[config.mk]
export PLATFORM = sky130hd
export DESIGN_NAME = axi_lite_host_master
export DESIGN_NICKNAME = d
export VERILOG_FILES = /design/src/rtl/accel_axi_pkg.sv /design/src/rtl/axi_watchdog_ctr.sv /design/src/rtl/axi_lite_host_master.sv
export SDC_FILE = /design/constraint.sdc
export NUM_CORES = 1
export LEC_CHECK = 0
export CAP_MARGIN = 20
export CORE_AREA = 2 2 125 78
export DETAILED_ROUTE_END_ITERATION = 8
export DIE_AREA = 0 0 127 80
export PLACE_DENSITY = 0.78
export SKIP_LAST_GASP = 1
export SLEW_MARGIN = 20
export SYNTH_ARGS = -nofsm -noshare
export SYNTH_HDL_FRONTEND = slang
export SYNTH_SLANG_ARGS = --single-unit
export TNS_END_PERCENT = 20
[constraint.sdc]
create_clock -name clk -period 8.8 [get_ports clk]
set_input_delay 2.2 -clock clk [delete_from_list [all_inputs] [get_ports clk]]
set_output_delay 2.2 -clock clk [all_outputs]
set_load 0.05 [all_outputs]
[src/rtl/accel_axi_pkg.sv]
// Shared definitions for the accelerator AXI-Lite control path.
package accel_axi_pkg;

    // Host master sequencing states
    typedef enum logic [2:0] {
        IDLE,
        WR,
        RD_ADDR,
        RD_DATA,
        RESP
    } state_t;

    // Control-register slave offsets
    localparam logic [3:0] REG_CTRL      = 4'h0;
    localparam logic [3:0] REG_LAYER_CNT = 4'h8;
    localparam logic [3:0] REG_PREC_MODE = 4'hC;

    // Precision-mode encoding
    localparam logic [31:0] PREC_INT8 = 32'd0;

    // Bus-phase cycles allowed before a transaction is abandoned
    localparam int unsigned DEFAULT_TIMEOUT_CYCLES = 64;

endpackage

[src/rtl/axi_watchdog_ctr.sv]
// Saturating bus-phase cycle counter; flags expiry in the last permitted cycle.
module axi_watchdog_ctr #(
    parameter int unsigned TIMEOUT_CYCLES = 64
) (
    input  logic clk,
    input  logic rst,
    input  logic clear,
    input  logic enable,
    output logic expired
);

    localparam int unsigned CW = (TIMEOUT_CYCLES > 0) ? $clog2(TIMEOUT_CYCLES + 1) : 1;
    localparam logic [CW-1:0] SAT   = CW'(TIMEOUT_CYCLES);
    localparam logic [CW-1:0] LIMIT = CW'((TIMEOUT_CYCLES > 0) ? TIMEOUT_CYCLES - 1 : 0);

    logic [CW-1:0] cnt;

    // Count enabled cycles, holding at the limit instead of wrapping
    always_ff @(posedge clk or posedge rst) begin
        if (rst) begin
            cnt <= '0;
        end else if (clear) begin
            cnt <= '0;
        end else if (enable && (cnt != SAT)) begin
            cnt <= cnt + 1'b1;
        end
    end

    // Expiry stays asserted once reached, so a late phase after a saturated count still aborts
    always_comb begin
        expired = (TIMEOUT_CYCLES != 0) && enable && (cnt >= LIMIT);
    end

endmodule

[src/rtl/axi_lite_host_master.sv]
// AXI-Lite initiator: one command at a time, runs the write/read, returns a response.
module axi_lite_host_master
    import accel_axi_pkg::*;
#(
    parameter int unsigned DATA_WIDTH     = 32,
    parameter int unsigned AXI_ADDR_WIDTH = 4,
    parameter int unsigned TIMEOUT_CYCLES = DEFAULT_TIMEOUT_CYCLES
) (
    input  logic                      clk,
    input  logic                      rst,
    input  logic                      cmd_valid,
    output logic                      cmd_ready,
    input  logic                      cmd_write,
    input  logic [AXI_ADDR_WIDTH-1:0] cmd_addr,
    input  logic [DATA_WIDTH-1:0]     cmd_wdata,
    output logic                      rsp_valid,
    input  logic                      rsp_ready,
    output logic                      rsp_write,
    output logic [DATA_WIDTH-1:0]     rsp_rdata,
    output logic                      rsp_err,
    output logic [AXI_ADDR_WIDTH-1:0] m_axi_awaddr,
    output logic                      m_axi_awvalid,
    input  logic                      m_axi_awready,
    output logic [DATA_WIDTH-1:0]     m_axi_wdata,
    output logic                      m_axi_wvalid,
    input  logic                      m_axi_wready,
    output logic [AXI_ADDR_WIDTH-1:0] m_axi_araddr,
    output logic                      m_axi_arvalid,
    input  logic                      m_axi_arready,
    input  logic [DATA_WIDTH-1:0]     m_axi_rdata,
    input  logic                      m_axi_rvalid,
    output logic                      m_axi_rready
);

    state_t                    state, state_nxt;
    logic                      aw_done, aw_done_nxt, w_done, w_done_nxt;
    logic                      awvalid_nxt, wvalid_nxt, arvalid_nxt, rready_nxt;
    logic                      rsp_valid_nxt, rsp_write_nxt, rsp_err_nxt;
    logic [DATA_WIDTH-1:0]     rsp_rdata_nxt, wdata_nxt;
    logic [AXI_ADDR_WIDTH-1:0] awaddr_nxt, araddr_nxt;
    logic                      accept, wd_en, wd_expired;
    logic                      aw_hs, w_hs, aw_fin, w_fin;

    assign cmd_ready = (state == IDLE) && !rst;
    assign accept    = cmd_valid && cmd_ready;
    assign wd_en     = (state == WR) || (state == RD_ADDR) || (state == RD_DATA);

    axi_watchdog_ctr #(
        .TIMEOUT_CYCLES(TIMEOUT_CYCLES)
    ) u_watchdog (
        .clk    (clk),
        .rst    (rst),
        .clear  (accept),
        .enable (wd_en),
        .expired(wd_expired)
    );

    // State and registered-output update
    always_ff @(posedge clk or posedge rst) begin
        if (rst) begin
            state         <= IDLE;
            aw_done       <= 1'b0;
            w_done        <= 1'b0;
            m_axi_awvalid <= 1'b0;
            m_axi_wvalid  <= 1'b0;
            m_axi_arvalid <= 1'b0;
            m_axi_rready  <= 1'b0;
            m_axi_awaddr  <= '0;
            m_axi_araddr  <= '0;
            m_axi_wdata   <= '0;
            rsp_valid     <= 1'b0;
            rsp_write     <= 1'b0;
            rsp_err       <= 1'b0;
            rsp_rdata     <= '0;
        end else begin
            state         <= state_nxt;
            aw_done       <= aw_done_nxt;
            w_done        <= w_done_nxt;
            m_axi_awvalid <= awvalid_nxt;
            m_axi_wvalid  <= wvalid_nxt;
            m_axi_arvalid <= arvalid_nxt;
            m_axi_rready  <= rready_nxt;
            m_axi_awaddr  <= awaddr_nxt;
            m_axi_araddr  <= araddr_nxt;
            m_axi_wdata   <= wdata_nxt;
            rsp_valid     <= rsp_valid_nxt;
            rsp_write     <= rsp_write_nxt;
            rsp_err       <= rsp_err_nxt;
            rsp_rdata     <= rsp_rdata_nxt;
        end
    end

    // Next-state and next-output decode; a handshake takes priority over watchdog expiry
    always_comb begin
        state_nxt     = state;
        aw_done_nxt   = aw_done;
        w_done_nxt    = w_done;
        awvalid_nxt   = m_axi_awvalid;
        wvalid_nxt    = m_axi_wvalid;
        arvalid_nxt   = m_axi_arvalid;
        rready_nxt    = m_axi_rready;
        awaddr_nxt    = m_axi_awaddr;
        araddr_nxt    = m_axi_araddr;
        wdata_nxt     = m_axi_wdata;
        rsp_valid_nxt = rsp_valid;
        rsp_write_nxt = rsp_write;
        rsp_err_nxt   = rsp_err;
        rsp_rdata_nxt = rsp_rdata;
        aw_hs         = m_axi_awvalid && m_axi_awready;
        w_hs          = m_axi_wvalid && m_axi_wready;
        aw_fin        = aw_done || aw_hs;
        w_fin         = w_done || w_hs;

        case (state)
            IDLE: begin
                if (accept) begin
                    rsp_write_nxt = cmd_write;
                    rsp_err_nxt   = 1'b0;
                    rsp_rdata_nxt = '0;
                    aw_done_nxt   = 1'b0;
                    w_done_nxt    = 1'b0;
                    if (cmd_write) begin
                        awaddr_nxt  = cmd_addr;
                        wdata_nxt   = cmd_wdata;
                        awvalid_nxt = 1'b1;
                        wvalid_nxt  = 1'b1;
                        state_nxt   = WR;
                    end else begin
                        araddr_nxt  = cmd_addr;
                        arvalid_nxt = 1'b1;
                        state_nxt   = RD_ADDR;
                    end
                end
            end
            WR: begin
                aw_done_nxt = aw_fin;
                w_done_nxt  = w_fin;
                awvalid_nxt = m_axi_awvalid && !aw_hs;
                wvalid_nxt  = m_axi_wvalid && !w_hs;
                if (aw_fin && w_fin) begin
                    rsp_valid_nxt = 1'b1;
                    state_nxt     = RESP;
                end else if (wd_expired) begin
                    awvalid_nxt   = 1'b0;
                    wvalid_nxt    = 1'b0;
                    rsp_err_nxt   = 1'b1;
                    rsp_valid_nxt = 1'b1;
                    state_nxt     = RESP;
                end
            end
            RD_ADDR: begin
                if (m_axi_arready) begin
                    arvalid_nxt = 1'b0;
                    rready_nxt  = 1'b1;
                    state_nxt   = RD_DATA;
                end else if (wd_expired) begin
                    arvalid_nxt   = 1'b0;
                    rsp_err_nxt   = 1'b1;
                    rsp_valid_nxt = 1'b1;
                    state_nxt     = RESP;
                end
            end
            RD_DATA: begin
                if (m_axi_rvalid) begin
                    rsp_rdata_nxt = m_axi_rdata;
                    rready_nxt    = 1'b0;
                    rsp_valid_nxt = 1'b1;
                    state_nxt     = RESP;
                end else if (wd_expired) begin
                    rready_nxt    = 1'b0;
                    rsp_rdata_nxt = '0;
                    rsp_err_nxt   = 1'b1;
                    rsp_valid_nxt = 1'b1;
                    state_nxt     = RESP;
                end
            end
            RESP: begin
                if (rsp_ready) begin
                    rsp_valid_nxt = 1'b0;
                    state_nxt     = IDLE;
                end
            end
            default: state_nxt = IDLE;
        endcase
    end

endmodule

==> summary.md, run 1 <==
| Metric | Value |
|---|---|
| Detail Route Antenna Nets | `0` |
| Half-perimeter wire length after detailed placement | `6630 um` |
| Launching element of the worst setup path | `rst` |
| CTS tree | `yes` |
| Worst Reg2Reg Path Length in Cells | `4` |
| Clock insertion delay at the later pin of the skew report | `about 0.33 ns` |
| Post-Route Hold Slack | `roughly 0.48 ns` |
| Number of buffers added by the clock tree synthesis step | `9` |
| Final weighted congestion of routability-driven global placement | `~0.8` |
| Endpoint of the worst hold path | `rsp_err$_DFFE_PP0P_` |
| Hold crit path type | `register to register` |
| Total core area | `0.00899 mm2` |
| Launch point of the worst hold path | `rsp_err$_DFFE_PP0P_` |
| Root buffer selected by CTS | `sky130_fd_sc_hd__clkbuf_16` |
| Pin count of the biggest net entering global routing | `53` |
| Metal2 WL | `about 4200 um` |
| Post-CTS setup buffers | `0` |
| Max-cap viol count | `0` |
| All-layer global routing usage | `between 10% and 20%` |
| Total Nets Final | `about 510` |
| Cell with the most instances after synthesis | `sky130_fd_sc_hd__dfrtp_1` |
| Count of flip-flops with a built-in enable after synthesis | `0` |
| Number of diodes | `0` |
| Die width | `roughly 130 um` |
| Capturing point of the worst reg2reg path | `m_axi_wdata[22]$_DFFE_PP0P_` |
| H-Tree Level Count | `3` |
| Post-CTS Hold Buffers | `0` |
| Max Used Layer | `met4` |
| Main combinational cell family by area after synthesis | `compound AO/OA/AOI/OAI gates` |
| Count of clock tree sinks | `roughly 90` |
| Data required time of the worst path | `6.60 ns` |
| Power Density | `around 430 mW/mm2` |
| Mean area per synthesized cell | `between 10 and 15 um2` |
| Largest driver fanout on the critical path | `4` |
| Number of endpoints with negative hold slack in the final report | `0` |
| Relative slew slack | `between 50% and 60%` |
| Post-synthesis instance area | `approximately 0.0037 mm2` |
| Multiplexer area fraction after synthesis | `12.1%` |
| Core utilization of the finished layout | `62.8%` |
| Xor and xnor fraction of the mapped netlist area | `0.708%` |
| Adder and majority gate portion of the synthesized area | `less than 1%` |
| Sequential fraction of the synthesis area | `~61%` |
| Class of the most critical setup path | `input port to output port` |
| Number of global-route vias before repair | `~2900` |
| #FFs+latches synth | `just over 90` |
| Die area | `~0.010 mm2` |
| Row Count | `27` |
| Starting utilization of the core area | `about two fifths` |
| Synth area leaders | `sky130_fd_sc_hd__dfrtp_1, sky130_fd_sc_hd__a22o_1, sky130_fd_sc_hd__mux2_2` |
| Post-Syn Nets | `approximately 350` |
| Final TNS setup | `0 ns` |
| Static power due to leakage | `between 0.002 and 0.0025 uW` |
| Post-route DRC | `0` |
| Number of iterations in the first detailed-routing pass | `4` |
| Clock slew at the register clock pins of the worst setup and hold paths | `~0.060 ns` |
| Die span in y | `~80 um` |
| Fraction of layout cells with a size suffix above 1 | `11.1%` |
| Number of pins with negative max-slew slack in the final report | `0` |
| Result of the run | `complete, no violations` |
| Gates resized, CTS repair | `0` |
| Synth async-reset ratio | `100%` |
| Vias per std cell | `between 5 and 6` |
| Min Clock Period, post-route | `just under 6 ns` |
| Endpoints failing setup | `0` |
| Ranking of synthesized cells by instance count | `sky130_fd_sc_hd__dfrtp_1, sky130_fd_sc_hd__a22o_1, sky130_fd_sc_hd__mux2_2, sky130_fd_sc_hd__mux2_1, sky130_fd_sc_hd__nor2_1` |
| Maximum number of buffers from clock root to sink | `2` |
| Total power draw | `approximately 2400 uW` |
| Crit end category | `output port` |
| Complex-gate fraction of the synthesized area | `between 10% and 20%` |
| Synth-to-Final Area Change | `52.2%` |
| Count of distinct cell types in the synthesized netlist | `46` |
| Final wirelength | `9160 um` |
| Post-route clock period utilization | `between 60% and 70%` |
| Clock Skews | `between 0.005 and 0.006 ns` |
| Met3 wire len | `around 850 um` |
| Average routed wire per standard cell | `between 15 and 20 um` |
| Simple-gate share of the synthesized area | `7.32%` |
| First-pass GRT wire length | `around 15000 um` |
| Mapped Cells | `~270` |
| Number of antenna violations at the first check in global routing | `0` |
| Arrival time at the worst endpoint | `~3.6 ns` |
| Unrepaired setup endpoints after global routing | `false` |
| Initial detailed-routing violation count | `approximately 130` |
| Count of boundary I/O pins | `between 150 and 200` |
| Fmax | `173 MHz` |
| Biggest area consumer among synthesized cells | `sky130_fd_sc_hd__dfrtp_1` |
| Worst-case register-to-register setup slack | `roughly 6.4 ns` |
| Dominant register cell in the synthesized netlist | `sky130_fd_sc_hd__dfrtp_1` |
| Buffers added on ports | `between 150 and 200` |
| Share of Yosys cell area claimed by the top area cell type | `slightly above 60%` |
| Final global-route overflow total | `0` |
| Element type at the critical path start | `input port` |
| Vias after detailed routing | `~2800` |
| Slew at the pin closest to its max-slew limit | `between 0.6 and 0.7 ns` |
| VDD IR max | `275 uV` |
| Routed met1 length | `approximately 3900 um` |
| Number of instances on the worst hold path | `2` |
| Yosys warning total | `0` |
| Beginning of the worst register-to-register path | `state[2]$_DFFE_PP0P_` |
==> worst max-delay path by stage <==
stage / end / slack, ns / depth (start not counted)
2_1_floorplan: cmd_ready / 3.75 / 1
3_3_place_gp: cmd_ready / 3.01 / 3
3_5_place_dp: cmd_ready / 3.00 / 3
4_1_cts: cmd_ready / 3.00 / 3
5_1_grt: cmd_ready / 2.93 / 3
6_report: cmd_ready / 3.01 / 3
==> layer usage <==
metal	global-route usage (%)	vias up
li1	-	1319
met5	0	-
met3	8.51	12
met4	5.93	0
met2	28.1	105
met1	24.2	1398
==> power breakdown <==
group / total (uW) / internal, uW / switching (uW)
clock network: 377 / 226 / 150
registers: 735 / 607 / 129
logic: 1320 / 474 / 847
==> cells in the final DEF, fill, tap and decap left out, types with 6 or more instances in the layout <==
master,synthesis,layout
sky130_fd_sc_hd__a21oi_1,7,7
sky130_fd_sc_hd__a22o_1,32,32
sky130_fd_sc_hd__clkbuf_16,0,9
sky130_fd_sc_hd__clkdlybuf4s50_1,0,156
sky130_fd_sc_hd__dfrtp_1,91,91
sky130_fd_sc_hd__inv_1,8,7
sky130_fd_sc_hd__mux2_1,17,17
sky130_fd_sc_hd__mux2_2,23,23
sky130_fd_sc_hd__nand2_1,6,6
sky130_fd_sc_hd__nand2b_1,7,7
sky130_fd_sc_hd__nand3_1,6,6
sky130_fd_sc_hd__nor2_1,11,11
sky130_fd_sc_hd__o21ai_0,8,8
==> flip-flops by register name, indices dropped and copies added (netlist names), 3 cells and up <==
name and flops:
m_axi_wdata 32, rsp_rdata 32, u_watchdog.cnt 7, m_axi_araddr 4, m_axi_awaddr 4, state 3
==> cells by family (layout without fill, tap and decap cells) <==
logic type	count (synthesis)	after routing
buffers and inverters	23	183
AND/OR/NAND/NOR	46	46
adder cells (fa/ha/maj)	2	2
flip-flops	91	91
multiplexers	40	40
AO/OA/AOI/OAI	69	69
XOR/XNOR	3	3
==> layout make-up <==
| type | instances | area [um2] |
|---|---|---|
| Clock buffer | 11 | 243 |
| Clock inverter | 5 | 52.6 |
| Fill cell | 696 | 3340 |
| Inverter | 8 | 31.3 |
| Multi-Input combinational cell | 160 | 1310 |
| Sequential cell | 91 | 2280 |
| Tap cell | 116 | 145 |
| Timing Repair Buffer | 159 | 1580 |
==> through the flow <==
step | cells | setup slack [ns] | cell area [um2]
2_1_floorplan | 274 | 3.75 | 3710
3_3_place_gp | 534 | 3.01 | 5350
3_5_place_dp | 534 | 3.00 | 5350
4_1_cts | 550 | 3.00 | 5650
5_1_grt | 550 | 2.93 | 5650
6_report | 550 | 3.01 | 5650
==> critical path, cell delays in order <==
cell	delay, ns
sky130_fd_sc_hd__clkdlybuf4s50_1	0.47
sky130_fd_sc_hd__nor2_1	0.12
sky130_fd_sc_hd__clkdlybuf4s50_1	0.80
No activity file was read; power rests on OpenSTA's default activity.
==> inputs of run 2 (changes only) <==
==> constraint.sdc (replaced) <==
create_clock -name clk -period 5.7 [get_ports clk]
set_input_delay 1.425 -clock clk [delete_from_list [all_inputs] [get_ports clk]]
set_output_delay 1.425 -clock clk [all_outputs]
set_load 0.05 [all_outputs]
==> summary.md, run 2 (synthesis gave the netlist of run 1 again) <==
| Metric | Value |
|---|---|
| Number of iterations in the first detailed-routing pass | `4` |
| CTS tree | `yes` |
| Element type at the critical path start | `input port` |
| Top flop regs | `m_axi_wdata (32), rsp_rdata (32), u_watchdog.cnt (7)` |
| Number of antenna violations at the first check in global routing | `0` |
| Die span in y | `80 um` |
| Static power due to leakage | `approximately 0.0025 uW` |
| Initial detailed-routing violation count | `around 130` |
| All-layer global routing usage | `a little under a fifth` |
| Fraction of layout cells with a size suffix above 1 | `11.3%` |
| Die width | `around 130 um` |
| Average routed wire per standard cell | `approximately 17 um` |
| Part of the power in the clock network | `between 10% and 20%` |
| Post-route DRC | `0` |
| Number of diodes | `0` |
| Crit end category | `output port` |
| Vias after detailed routing | `around 2800` |
| Leading cell types in the layout, fill and taps excluded | `sky130_fd_sc_hd__clkdlybuf4s50_1, sky130_fd_sc_hd__dfrtp_1, sky130_fd_sc_hd__a22o_1, sky130_fd_sc_hd__mux2_2, sky130_fd_sc_hd__mux2_1` |
| Number of buffers added by the clock tree synthesis step | `9` |
| Pin count of the biggest net entering global routing | `61` |
| Max-cap viol count | `0` |
| Arrival time at the worst endpoint | `2.86 ns` |
| Clock insertion delay at the later pin of the skew report | `0.33 ns` |
| Placed Instances | `roughly 530` |
| Half-perimeter wire length after detailed placement | `between 6000 and 7000 um` |
| Unrepaired setup endpoints after global routing | `false` |
| Min Clock Period, post-route | `around 4.3 ns` |
| Commonest non-fill, non-tap cell in the layout | `sky130_fd_sc_hd__clkdlybuf4s50_1` |
| Fraction of power spent switching nets | `between 40% and 50%` |
| Root buffer selected by CTS | `sky130_fd_sc_hd__clkbuf_16` |
| Combinational share of power | `52.9%` |
| Net switching power of the design | `1760 uW` |
| Synth-to-Final Area Change | `53.6%` |
| Detail Route Antenna Nets | `0` |
| Fmax | `about 230 MHz` |
| Clock slew at the register clock pins of the worst setup and hold paths | `roughly 0.06 ns` |
| Data required time of the worst path | `between 4 and 5 ns` |
| Number of pins with negative max-slew slack in the final report | `0` |
| Maximum number of buffers from clock root to sink | `2` |
| Post-route clock period utilization | `75.2%` |
| Hold crit path type | `register to register` |
| H-Tree Level Count | `3` |
| Part of the total power dissipated in sequential elements | `approximately 30%` |
| Total power draw | `slightly below 4000 uW` |
| Starting utilization of the core area | `about two fifths` |
| Count of clock tree sinks | `91` |
| Class of the most critical setup path | `input port to output port` |
| Relative slew slack | `40.7%` |
| Count of boundary I/O pins | `157` |
| Largest driver fanout on the critical path | `4` |
| Clock Skews | `0.00473 ns` |
| Total core area | `between 0.008 and 0.009 mm2` |
| Die area | `about 0.01 mm2` |
| Post-CTS Hold Buffers | `0` |
| Result of the run | `complete, no violations` |
| Final TNS setup | `0 ns` |
| Post-layout worst setup margin | `between 1 and 1.5 ns` |
| Post-CTS setup buffers | `0` |
| Power Density | `between 600 and 700 mW/mm2` |
| Area of all placed cells without fillers | `~0.0057 mm2` |
| Place WS | `1.44 ns` |
| Internal cell power | `2100 uW` |
| Number of endpoints with negative hold slack in the final report | `0` |
| First-pass GRT wire length | `~15000 um` |
| Slew at the pin closest to its max-slew limit | `~0.89 ns` |
| Row Count | `27` |
| Gates resized, CTS repair | `0` |
| Number of non-filler instances in the completed layout | `550` |
| Layout fillers | `about 660` |
| VDD IR max | `around 430 uV` |
| Endpoints failing setup | `0` |
| Vias per std cell | `approximately 5.2` |
| Post-detailed-placement cell area | `0.00535 mm2` |
| Final weighted congestion of routability-driven global placement | `approximately 0.79` |
| Final wirelength | `a little over 9000 um` |
| Total Nets Final | `around 510` |
| Final global-route overflow total | `0` |
| Buffers added on ports | `between 150 and 200` |
| Number of global-route vias before repair | `approximately 3000` |
## run 2: per-layer routing
| metal | share of wire, % | global-route usage [%] | vias up |
|---|---|---|---|
| li1 | - | - | 1321 |
| met1 | 43 | 24.0 | 1404 |
| met2 | 47 | 29.4 | 103 |
| met3 | 8.2 | 8.85 | 13 |
| met4 | 1.2 | 6.37 | 0 |
| met5 | 0 | 0 | - |
## run 2: final timing paths
path | startpoint | endpoint | slack, ns | cells past startpoint
max | rst | cmd_ready | 1.42 | 3
min | rsp_write$_DFFE_PP0P_ | rsp_write$_DFFE_PP0P_ | 0.48 | 1
max reg2reg | state[1]$_DFFE_PP0P_ | m_axi_wdata[7]$_DFFE_PP0P_ | 3.11 | 4
min reg2reg | rsp_write$_DFFE_PP0P_ | rsp_write$_DFFE_PP0P_ | 0.48 | 1
max in group asynchronous | rst | m_axi_awaddr[1]$_DFFE_PP0P_ | 3.16 | 3
min in group asynchronous | rst | m_axi_wdata[29]$_DFFE_PP0P_ | 1.64 | 2
## run 2: power by group through the flow
stage	combinational [uW]	clock (uW)	sequential (uW)
after floorplan	467	0	2020
after global placement	2020	0	1120
after detailed placement	2050	0	1140
after CTS	2060	700	1130
after global routing	2140	728	1180
final	2040	680	1140
## run 2: cell type report
cell class / count / area, um2 / share of cell area (%)
well taps: 116 / 145 / 2.55
inverters: 8 / 32.5 / 0.571
flip-flops and latches: 91 / 2280 / 40.0
clock inverters: 7 / 121 / 2.13
repair buffers: 159 / 1580 / 27.8
multi-input cells: 160 / 1310 / 23.0
clock buffers: 9 / 225 / 3.95
## run 2: per-stage QoR
stage / hold slack (ns) / util [%]
5_1_grt: 0.502 / 63.4
3_3_place_gp: 0.462 / 59.5
3_5_place_dp: 0.472 / 59.5
2_1_floorplan: 0.463 / -
4_1_cts: 0.487 / 63.4
6_report: 0.482 / 63.4
## run 2: critical path: stages
cell and delay (ns):
sky130_fd_sc_hd__clkdlybuf4s50_1 0.49, sky130_fd_sc_hd__nor2_1 0.14, sky130_fd_sc_hd__clkdlybuf4s50_1 0.81
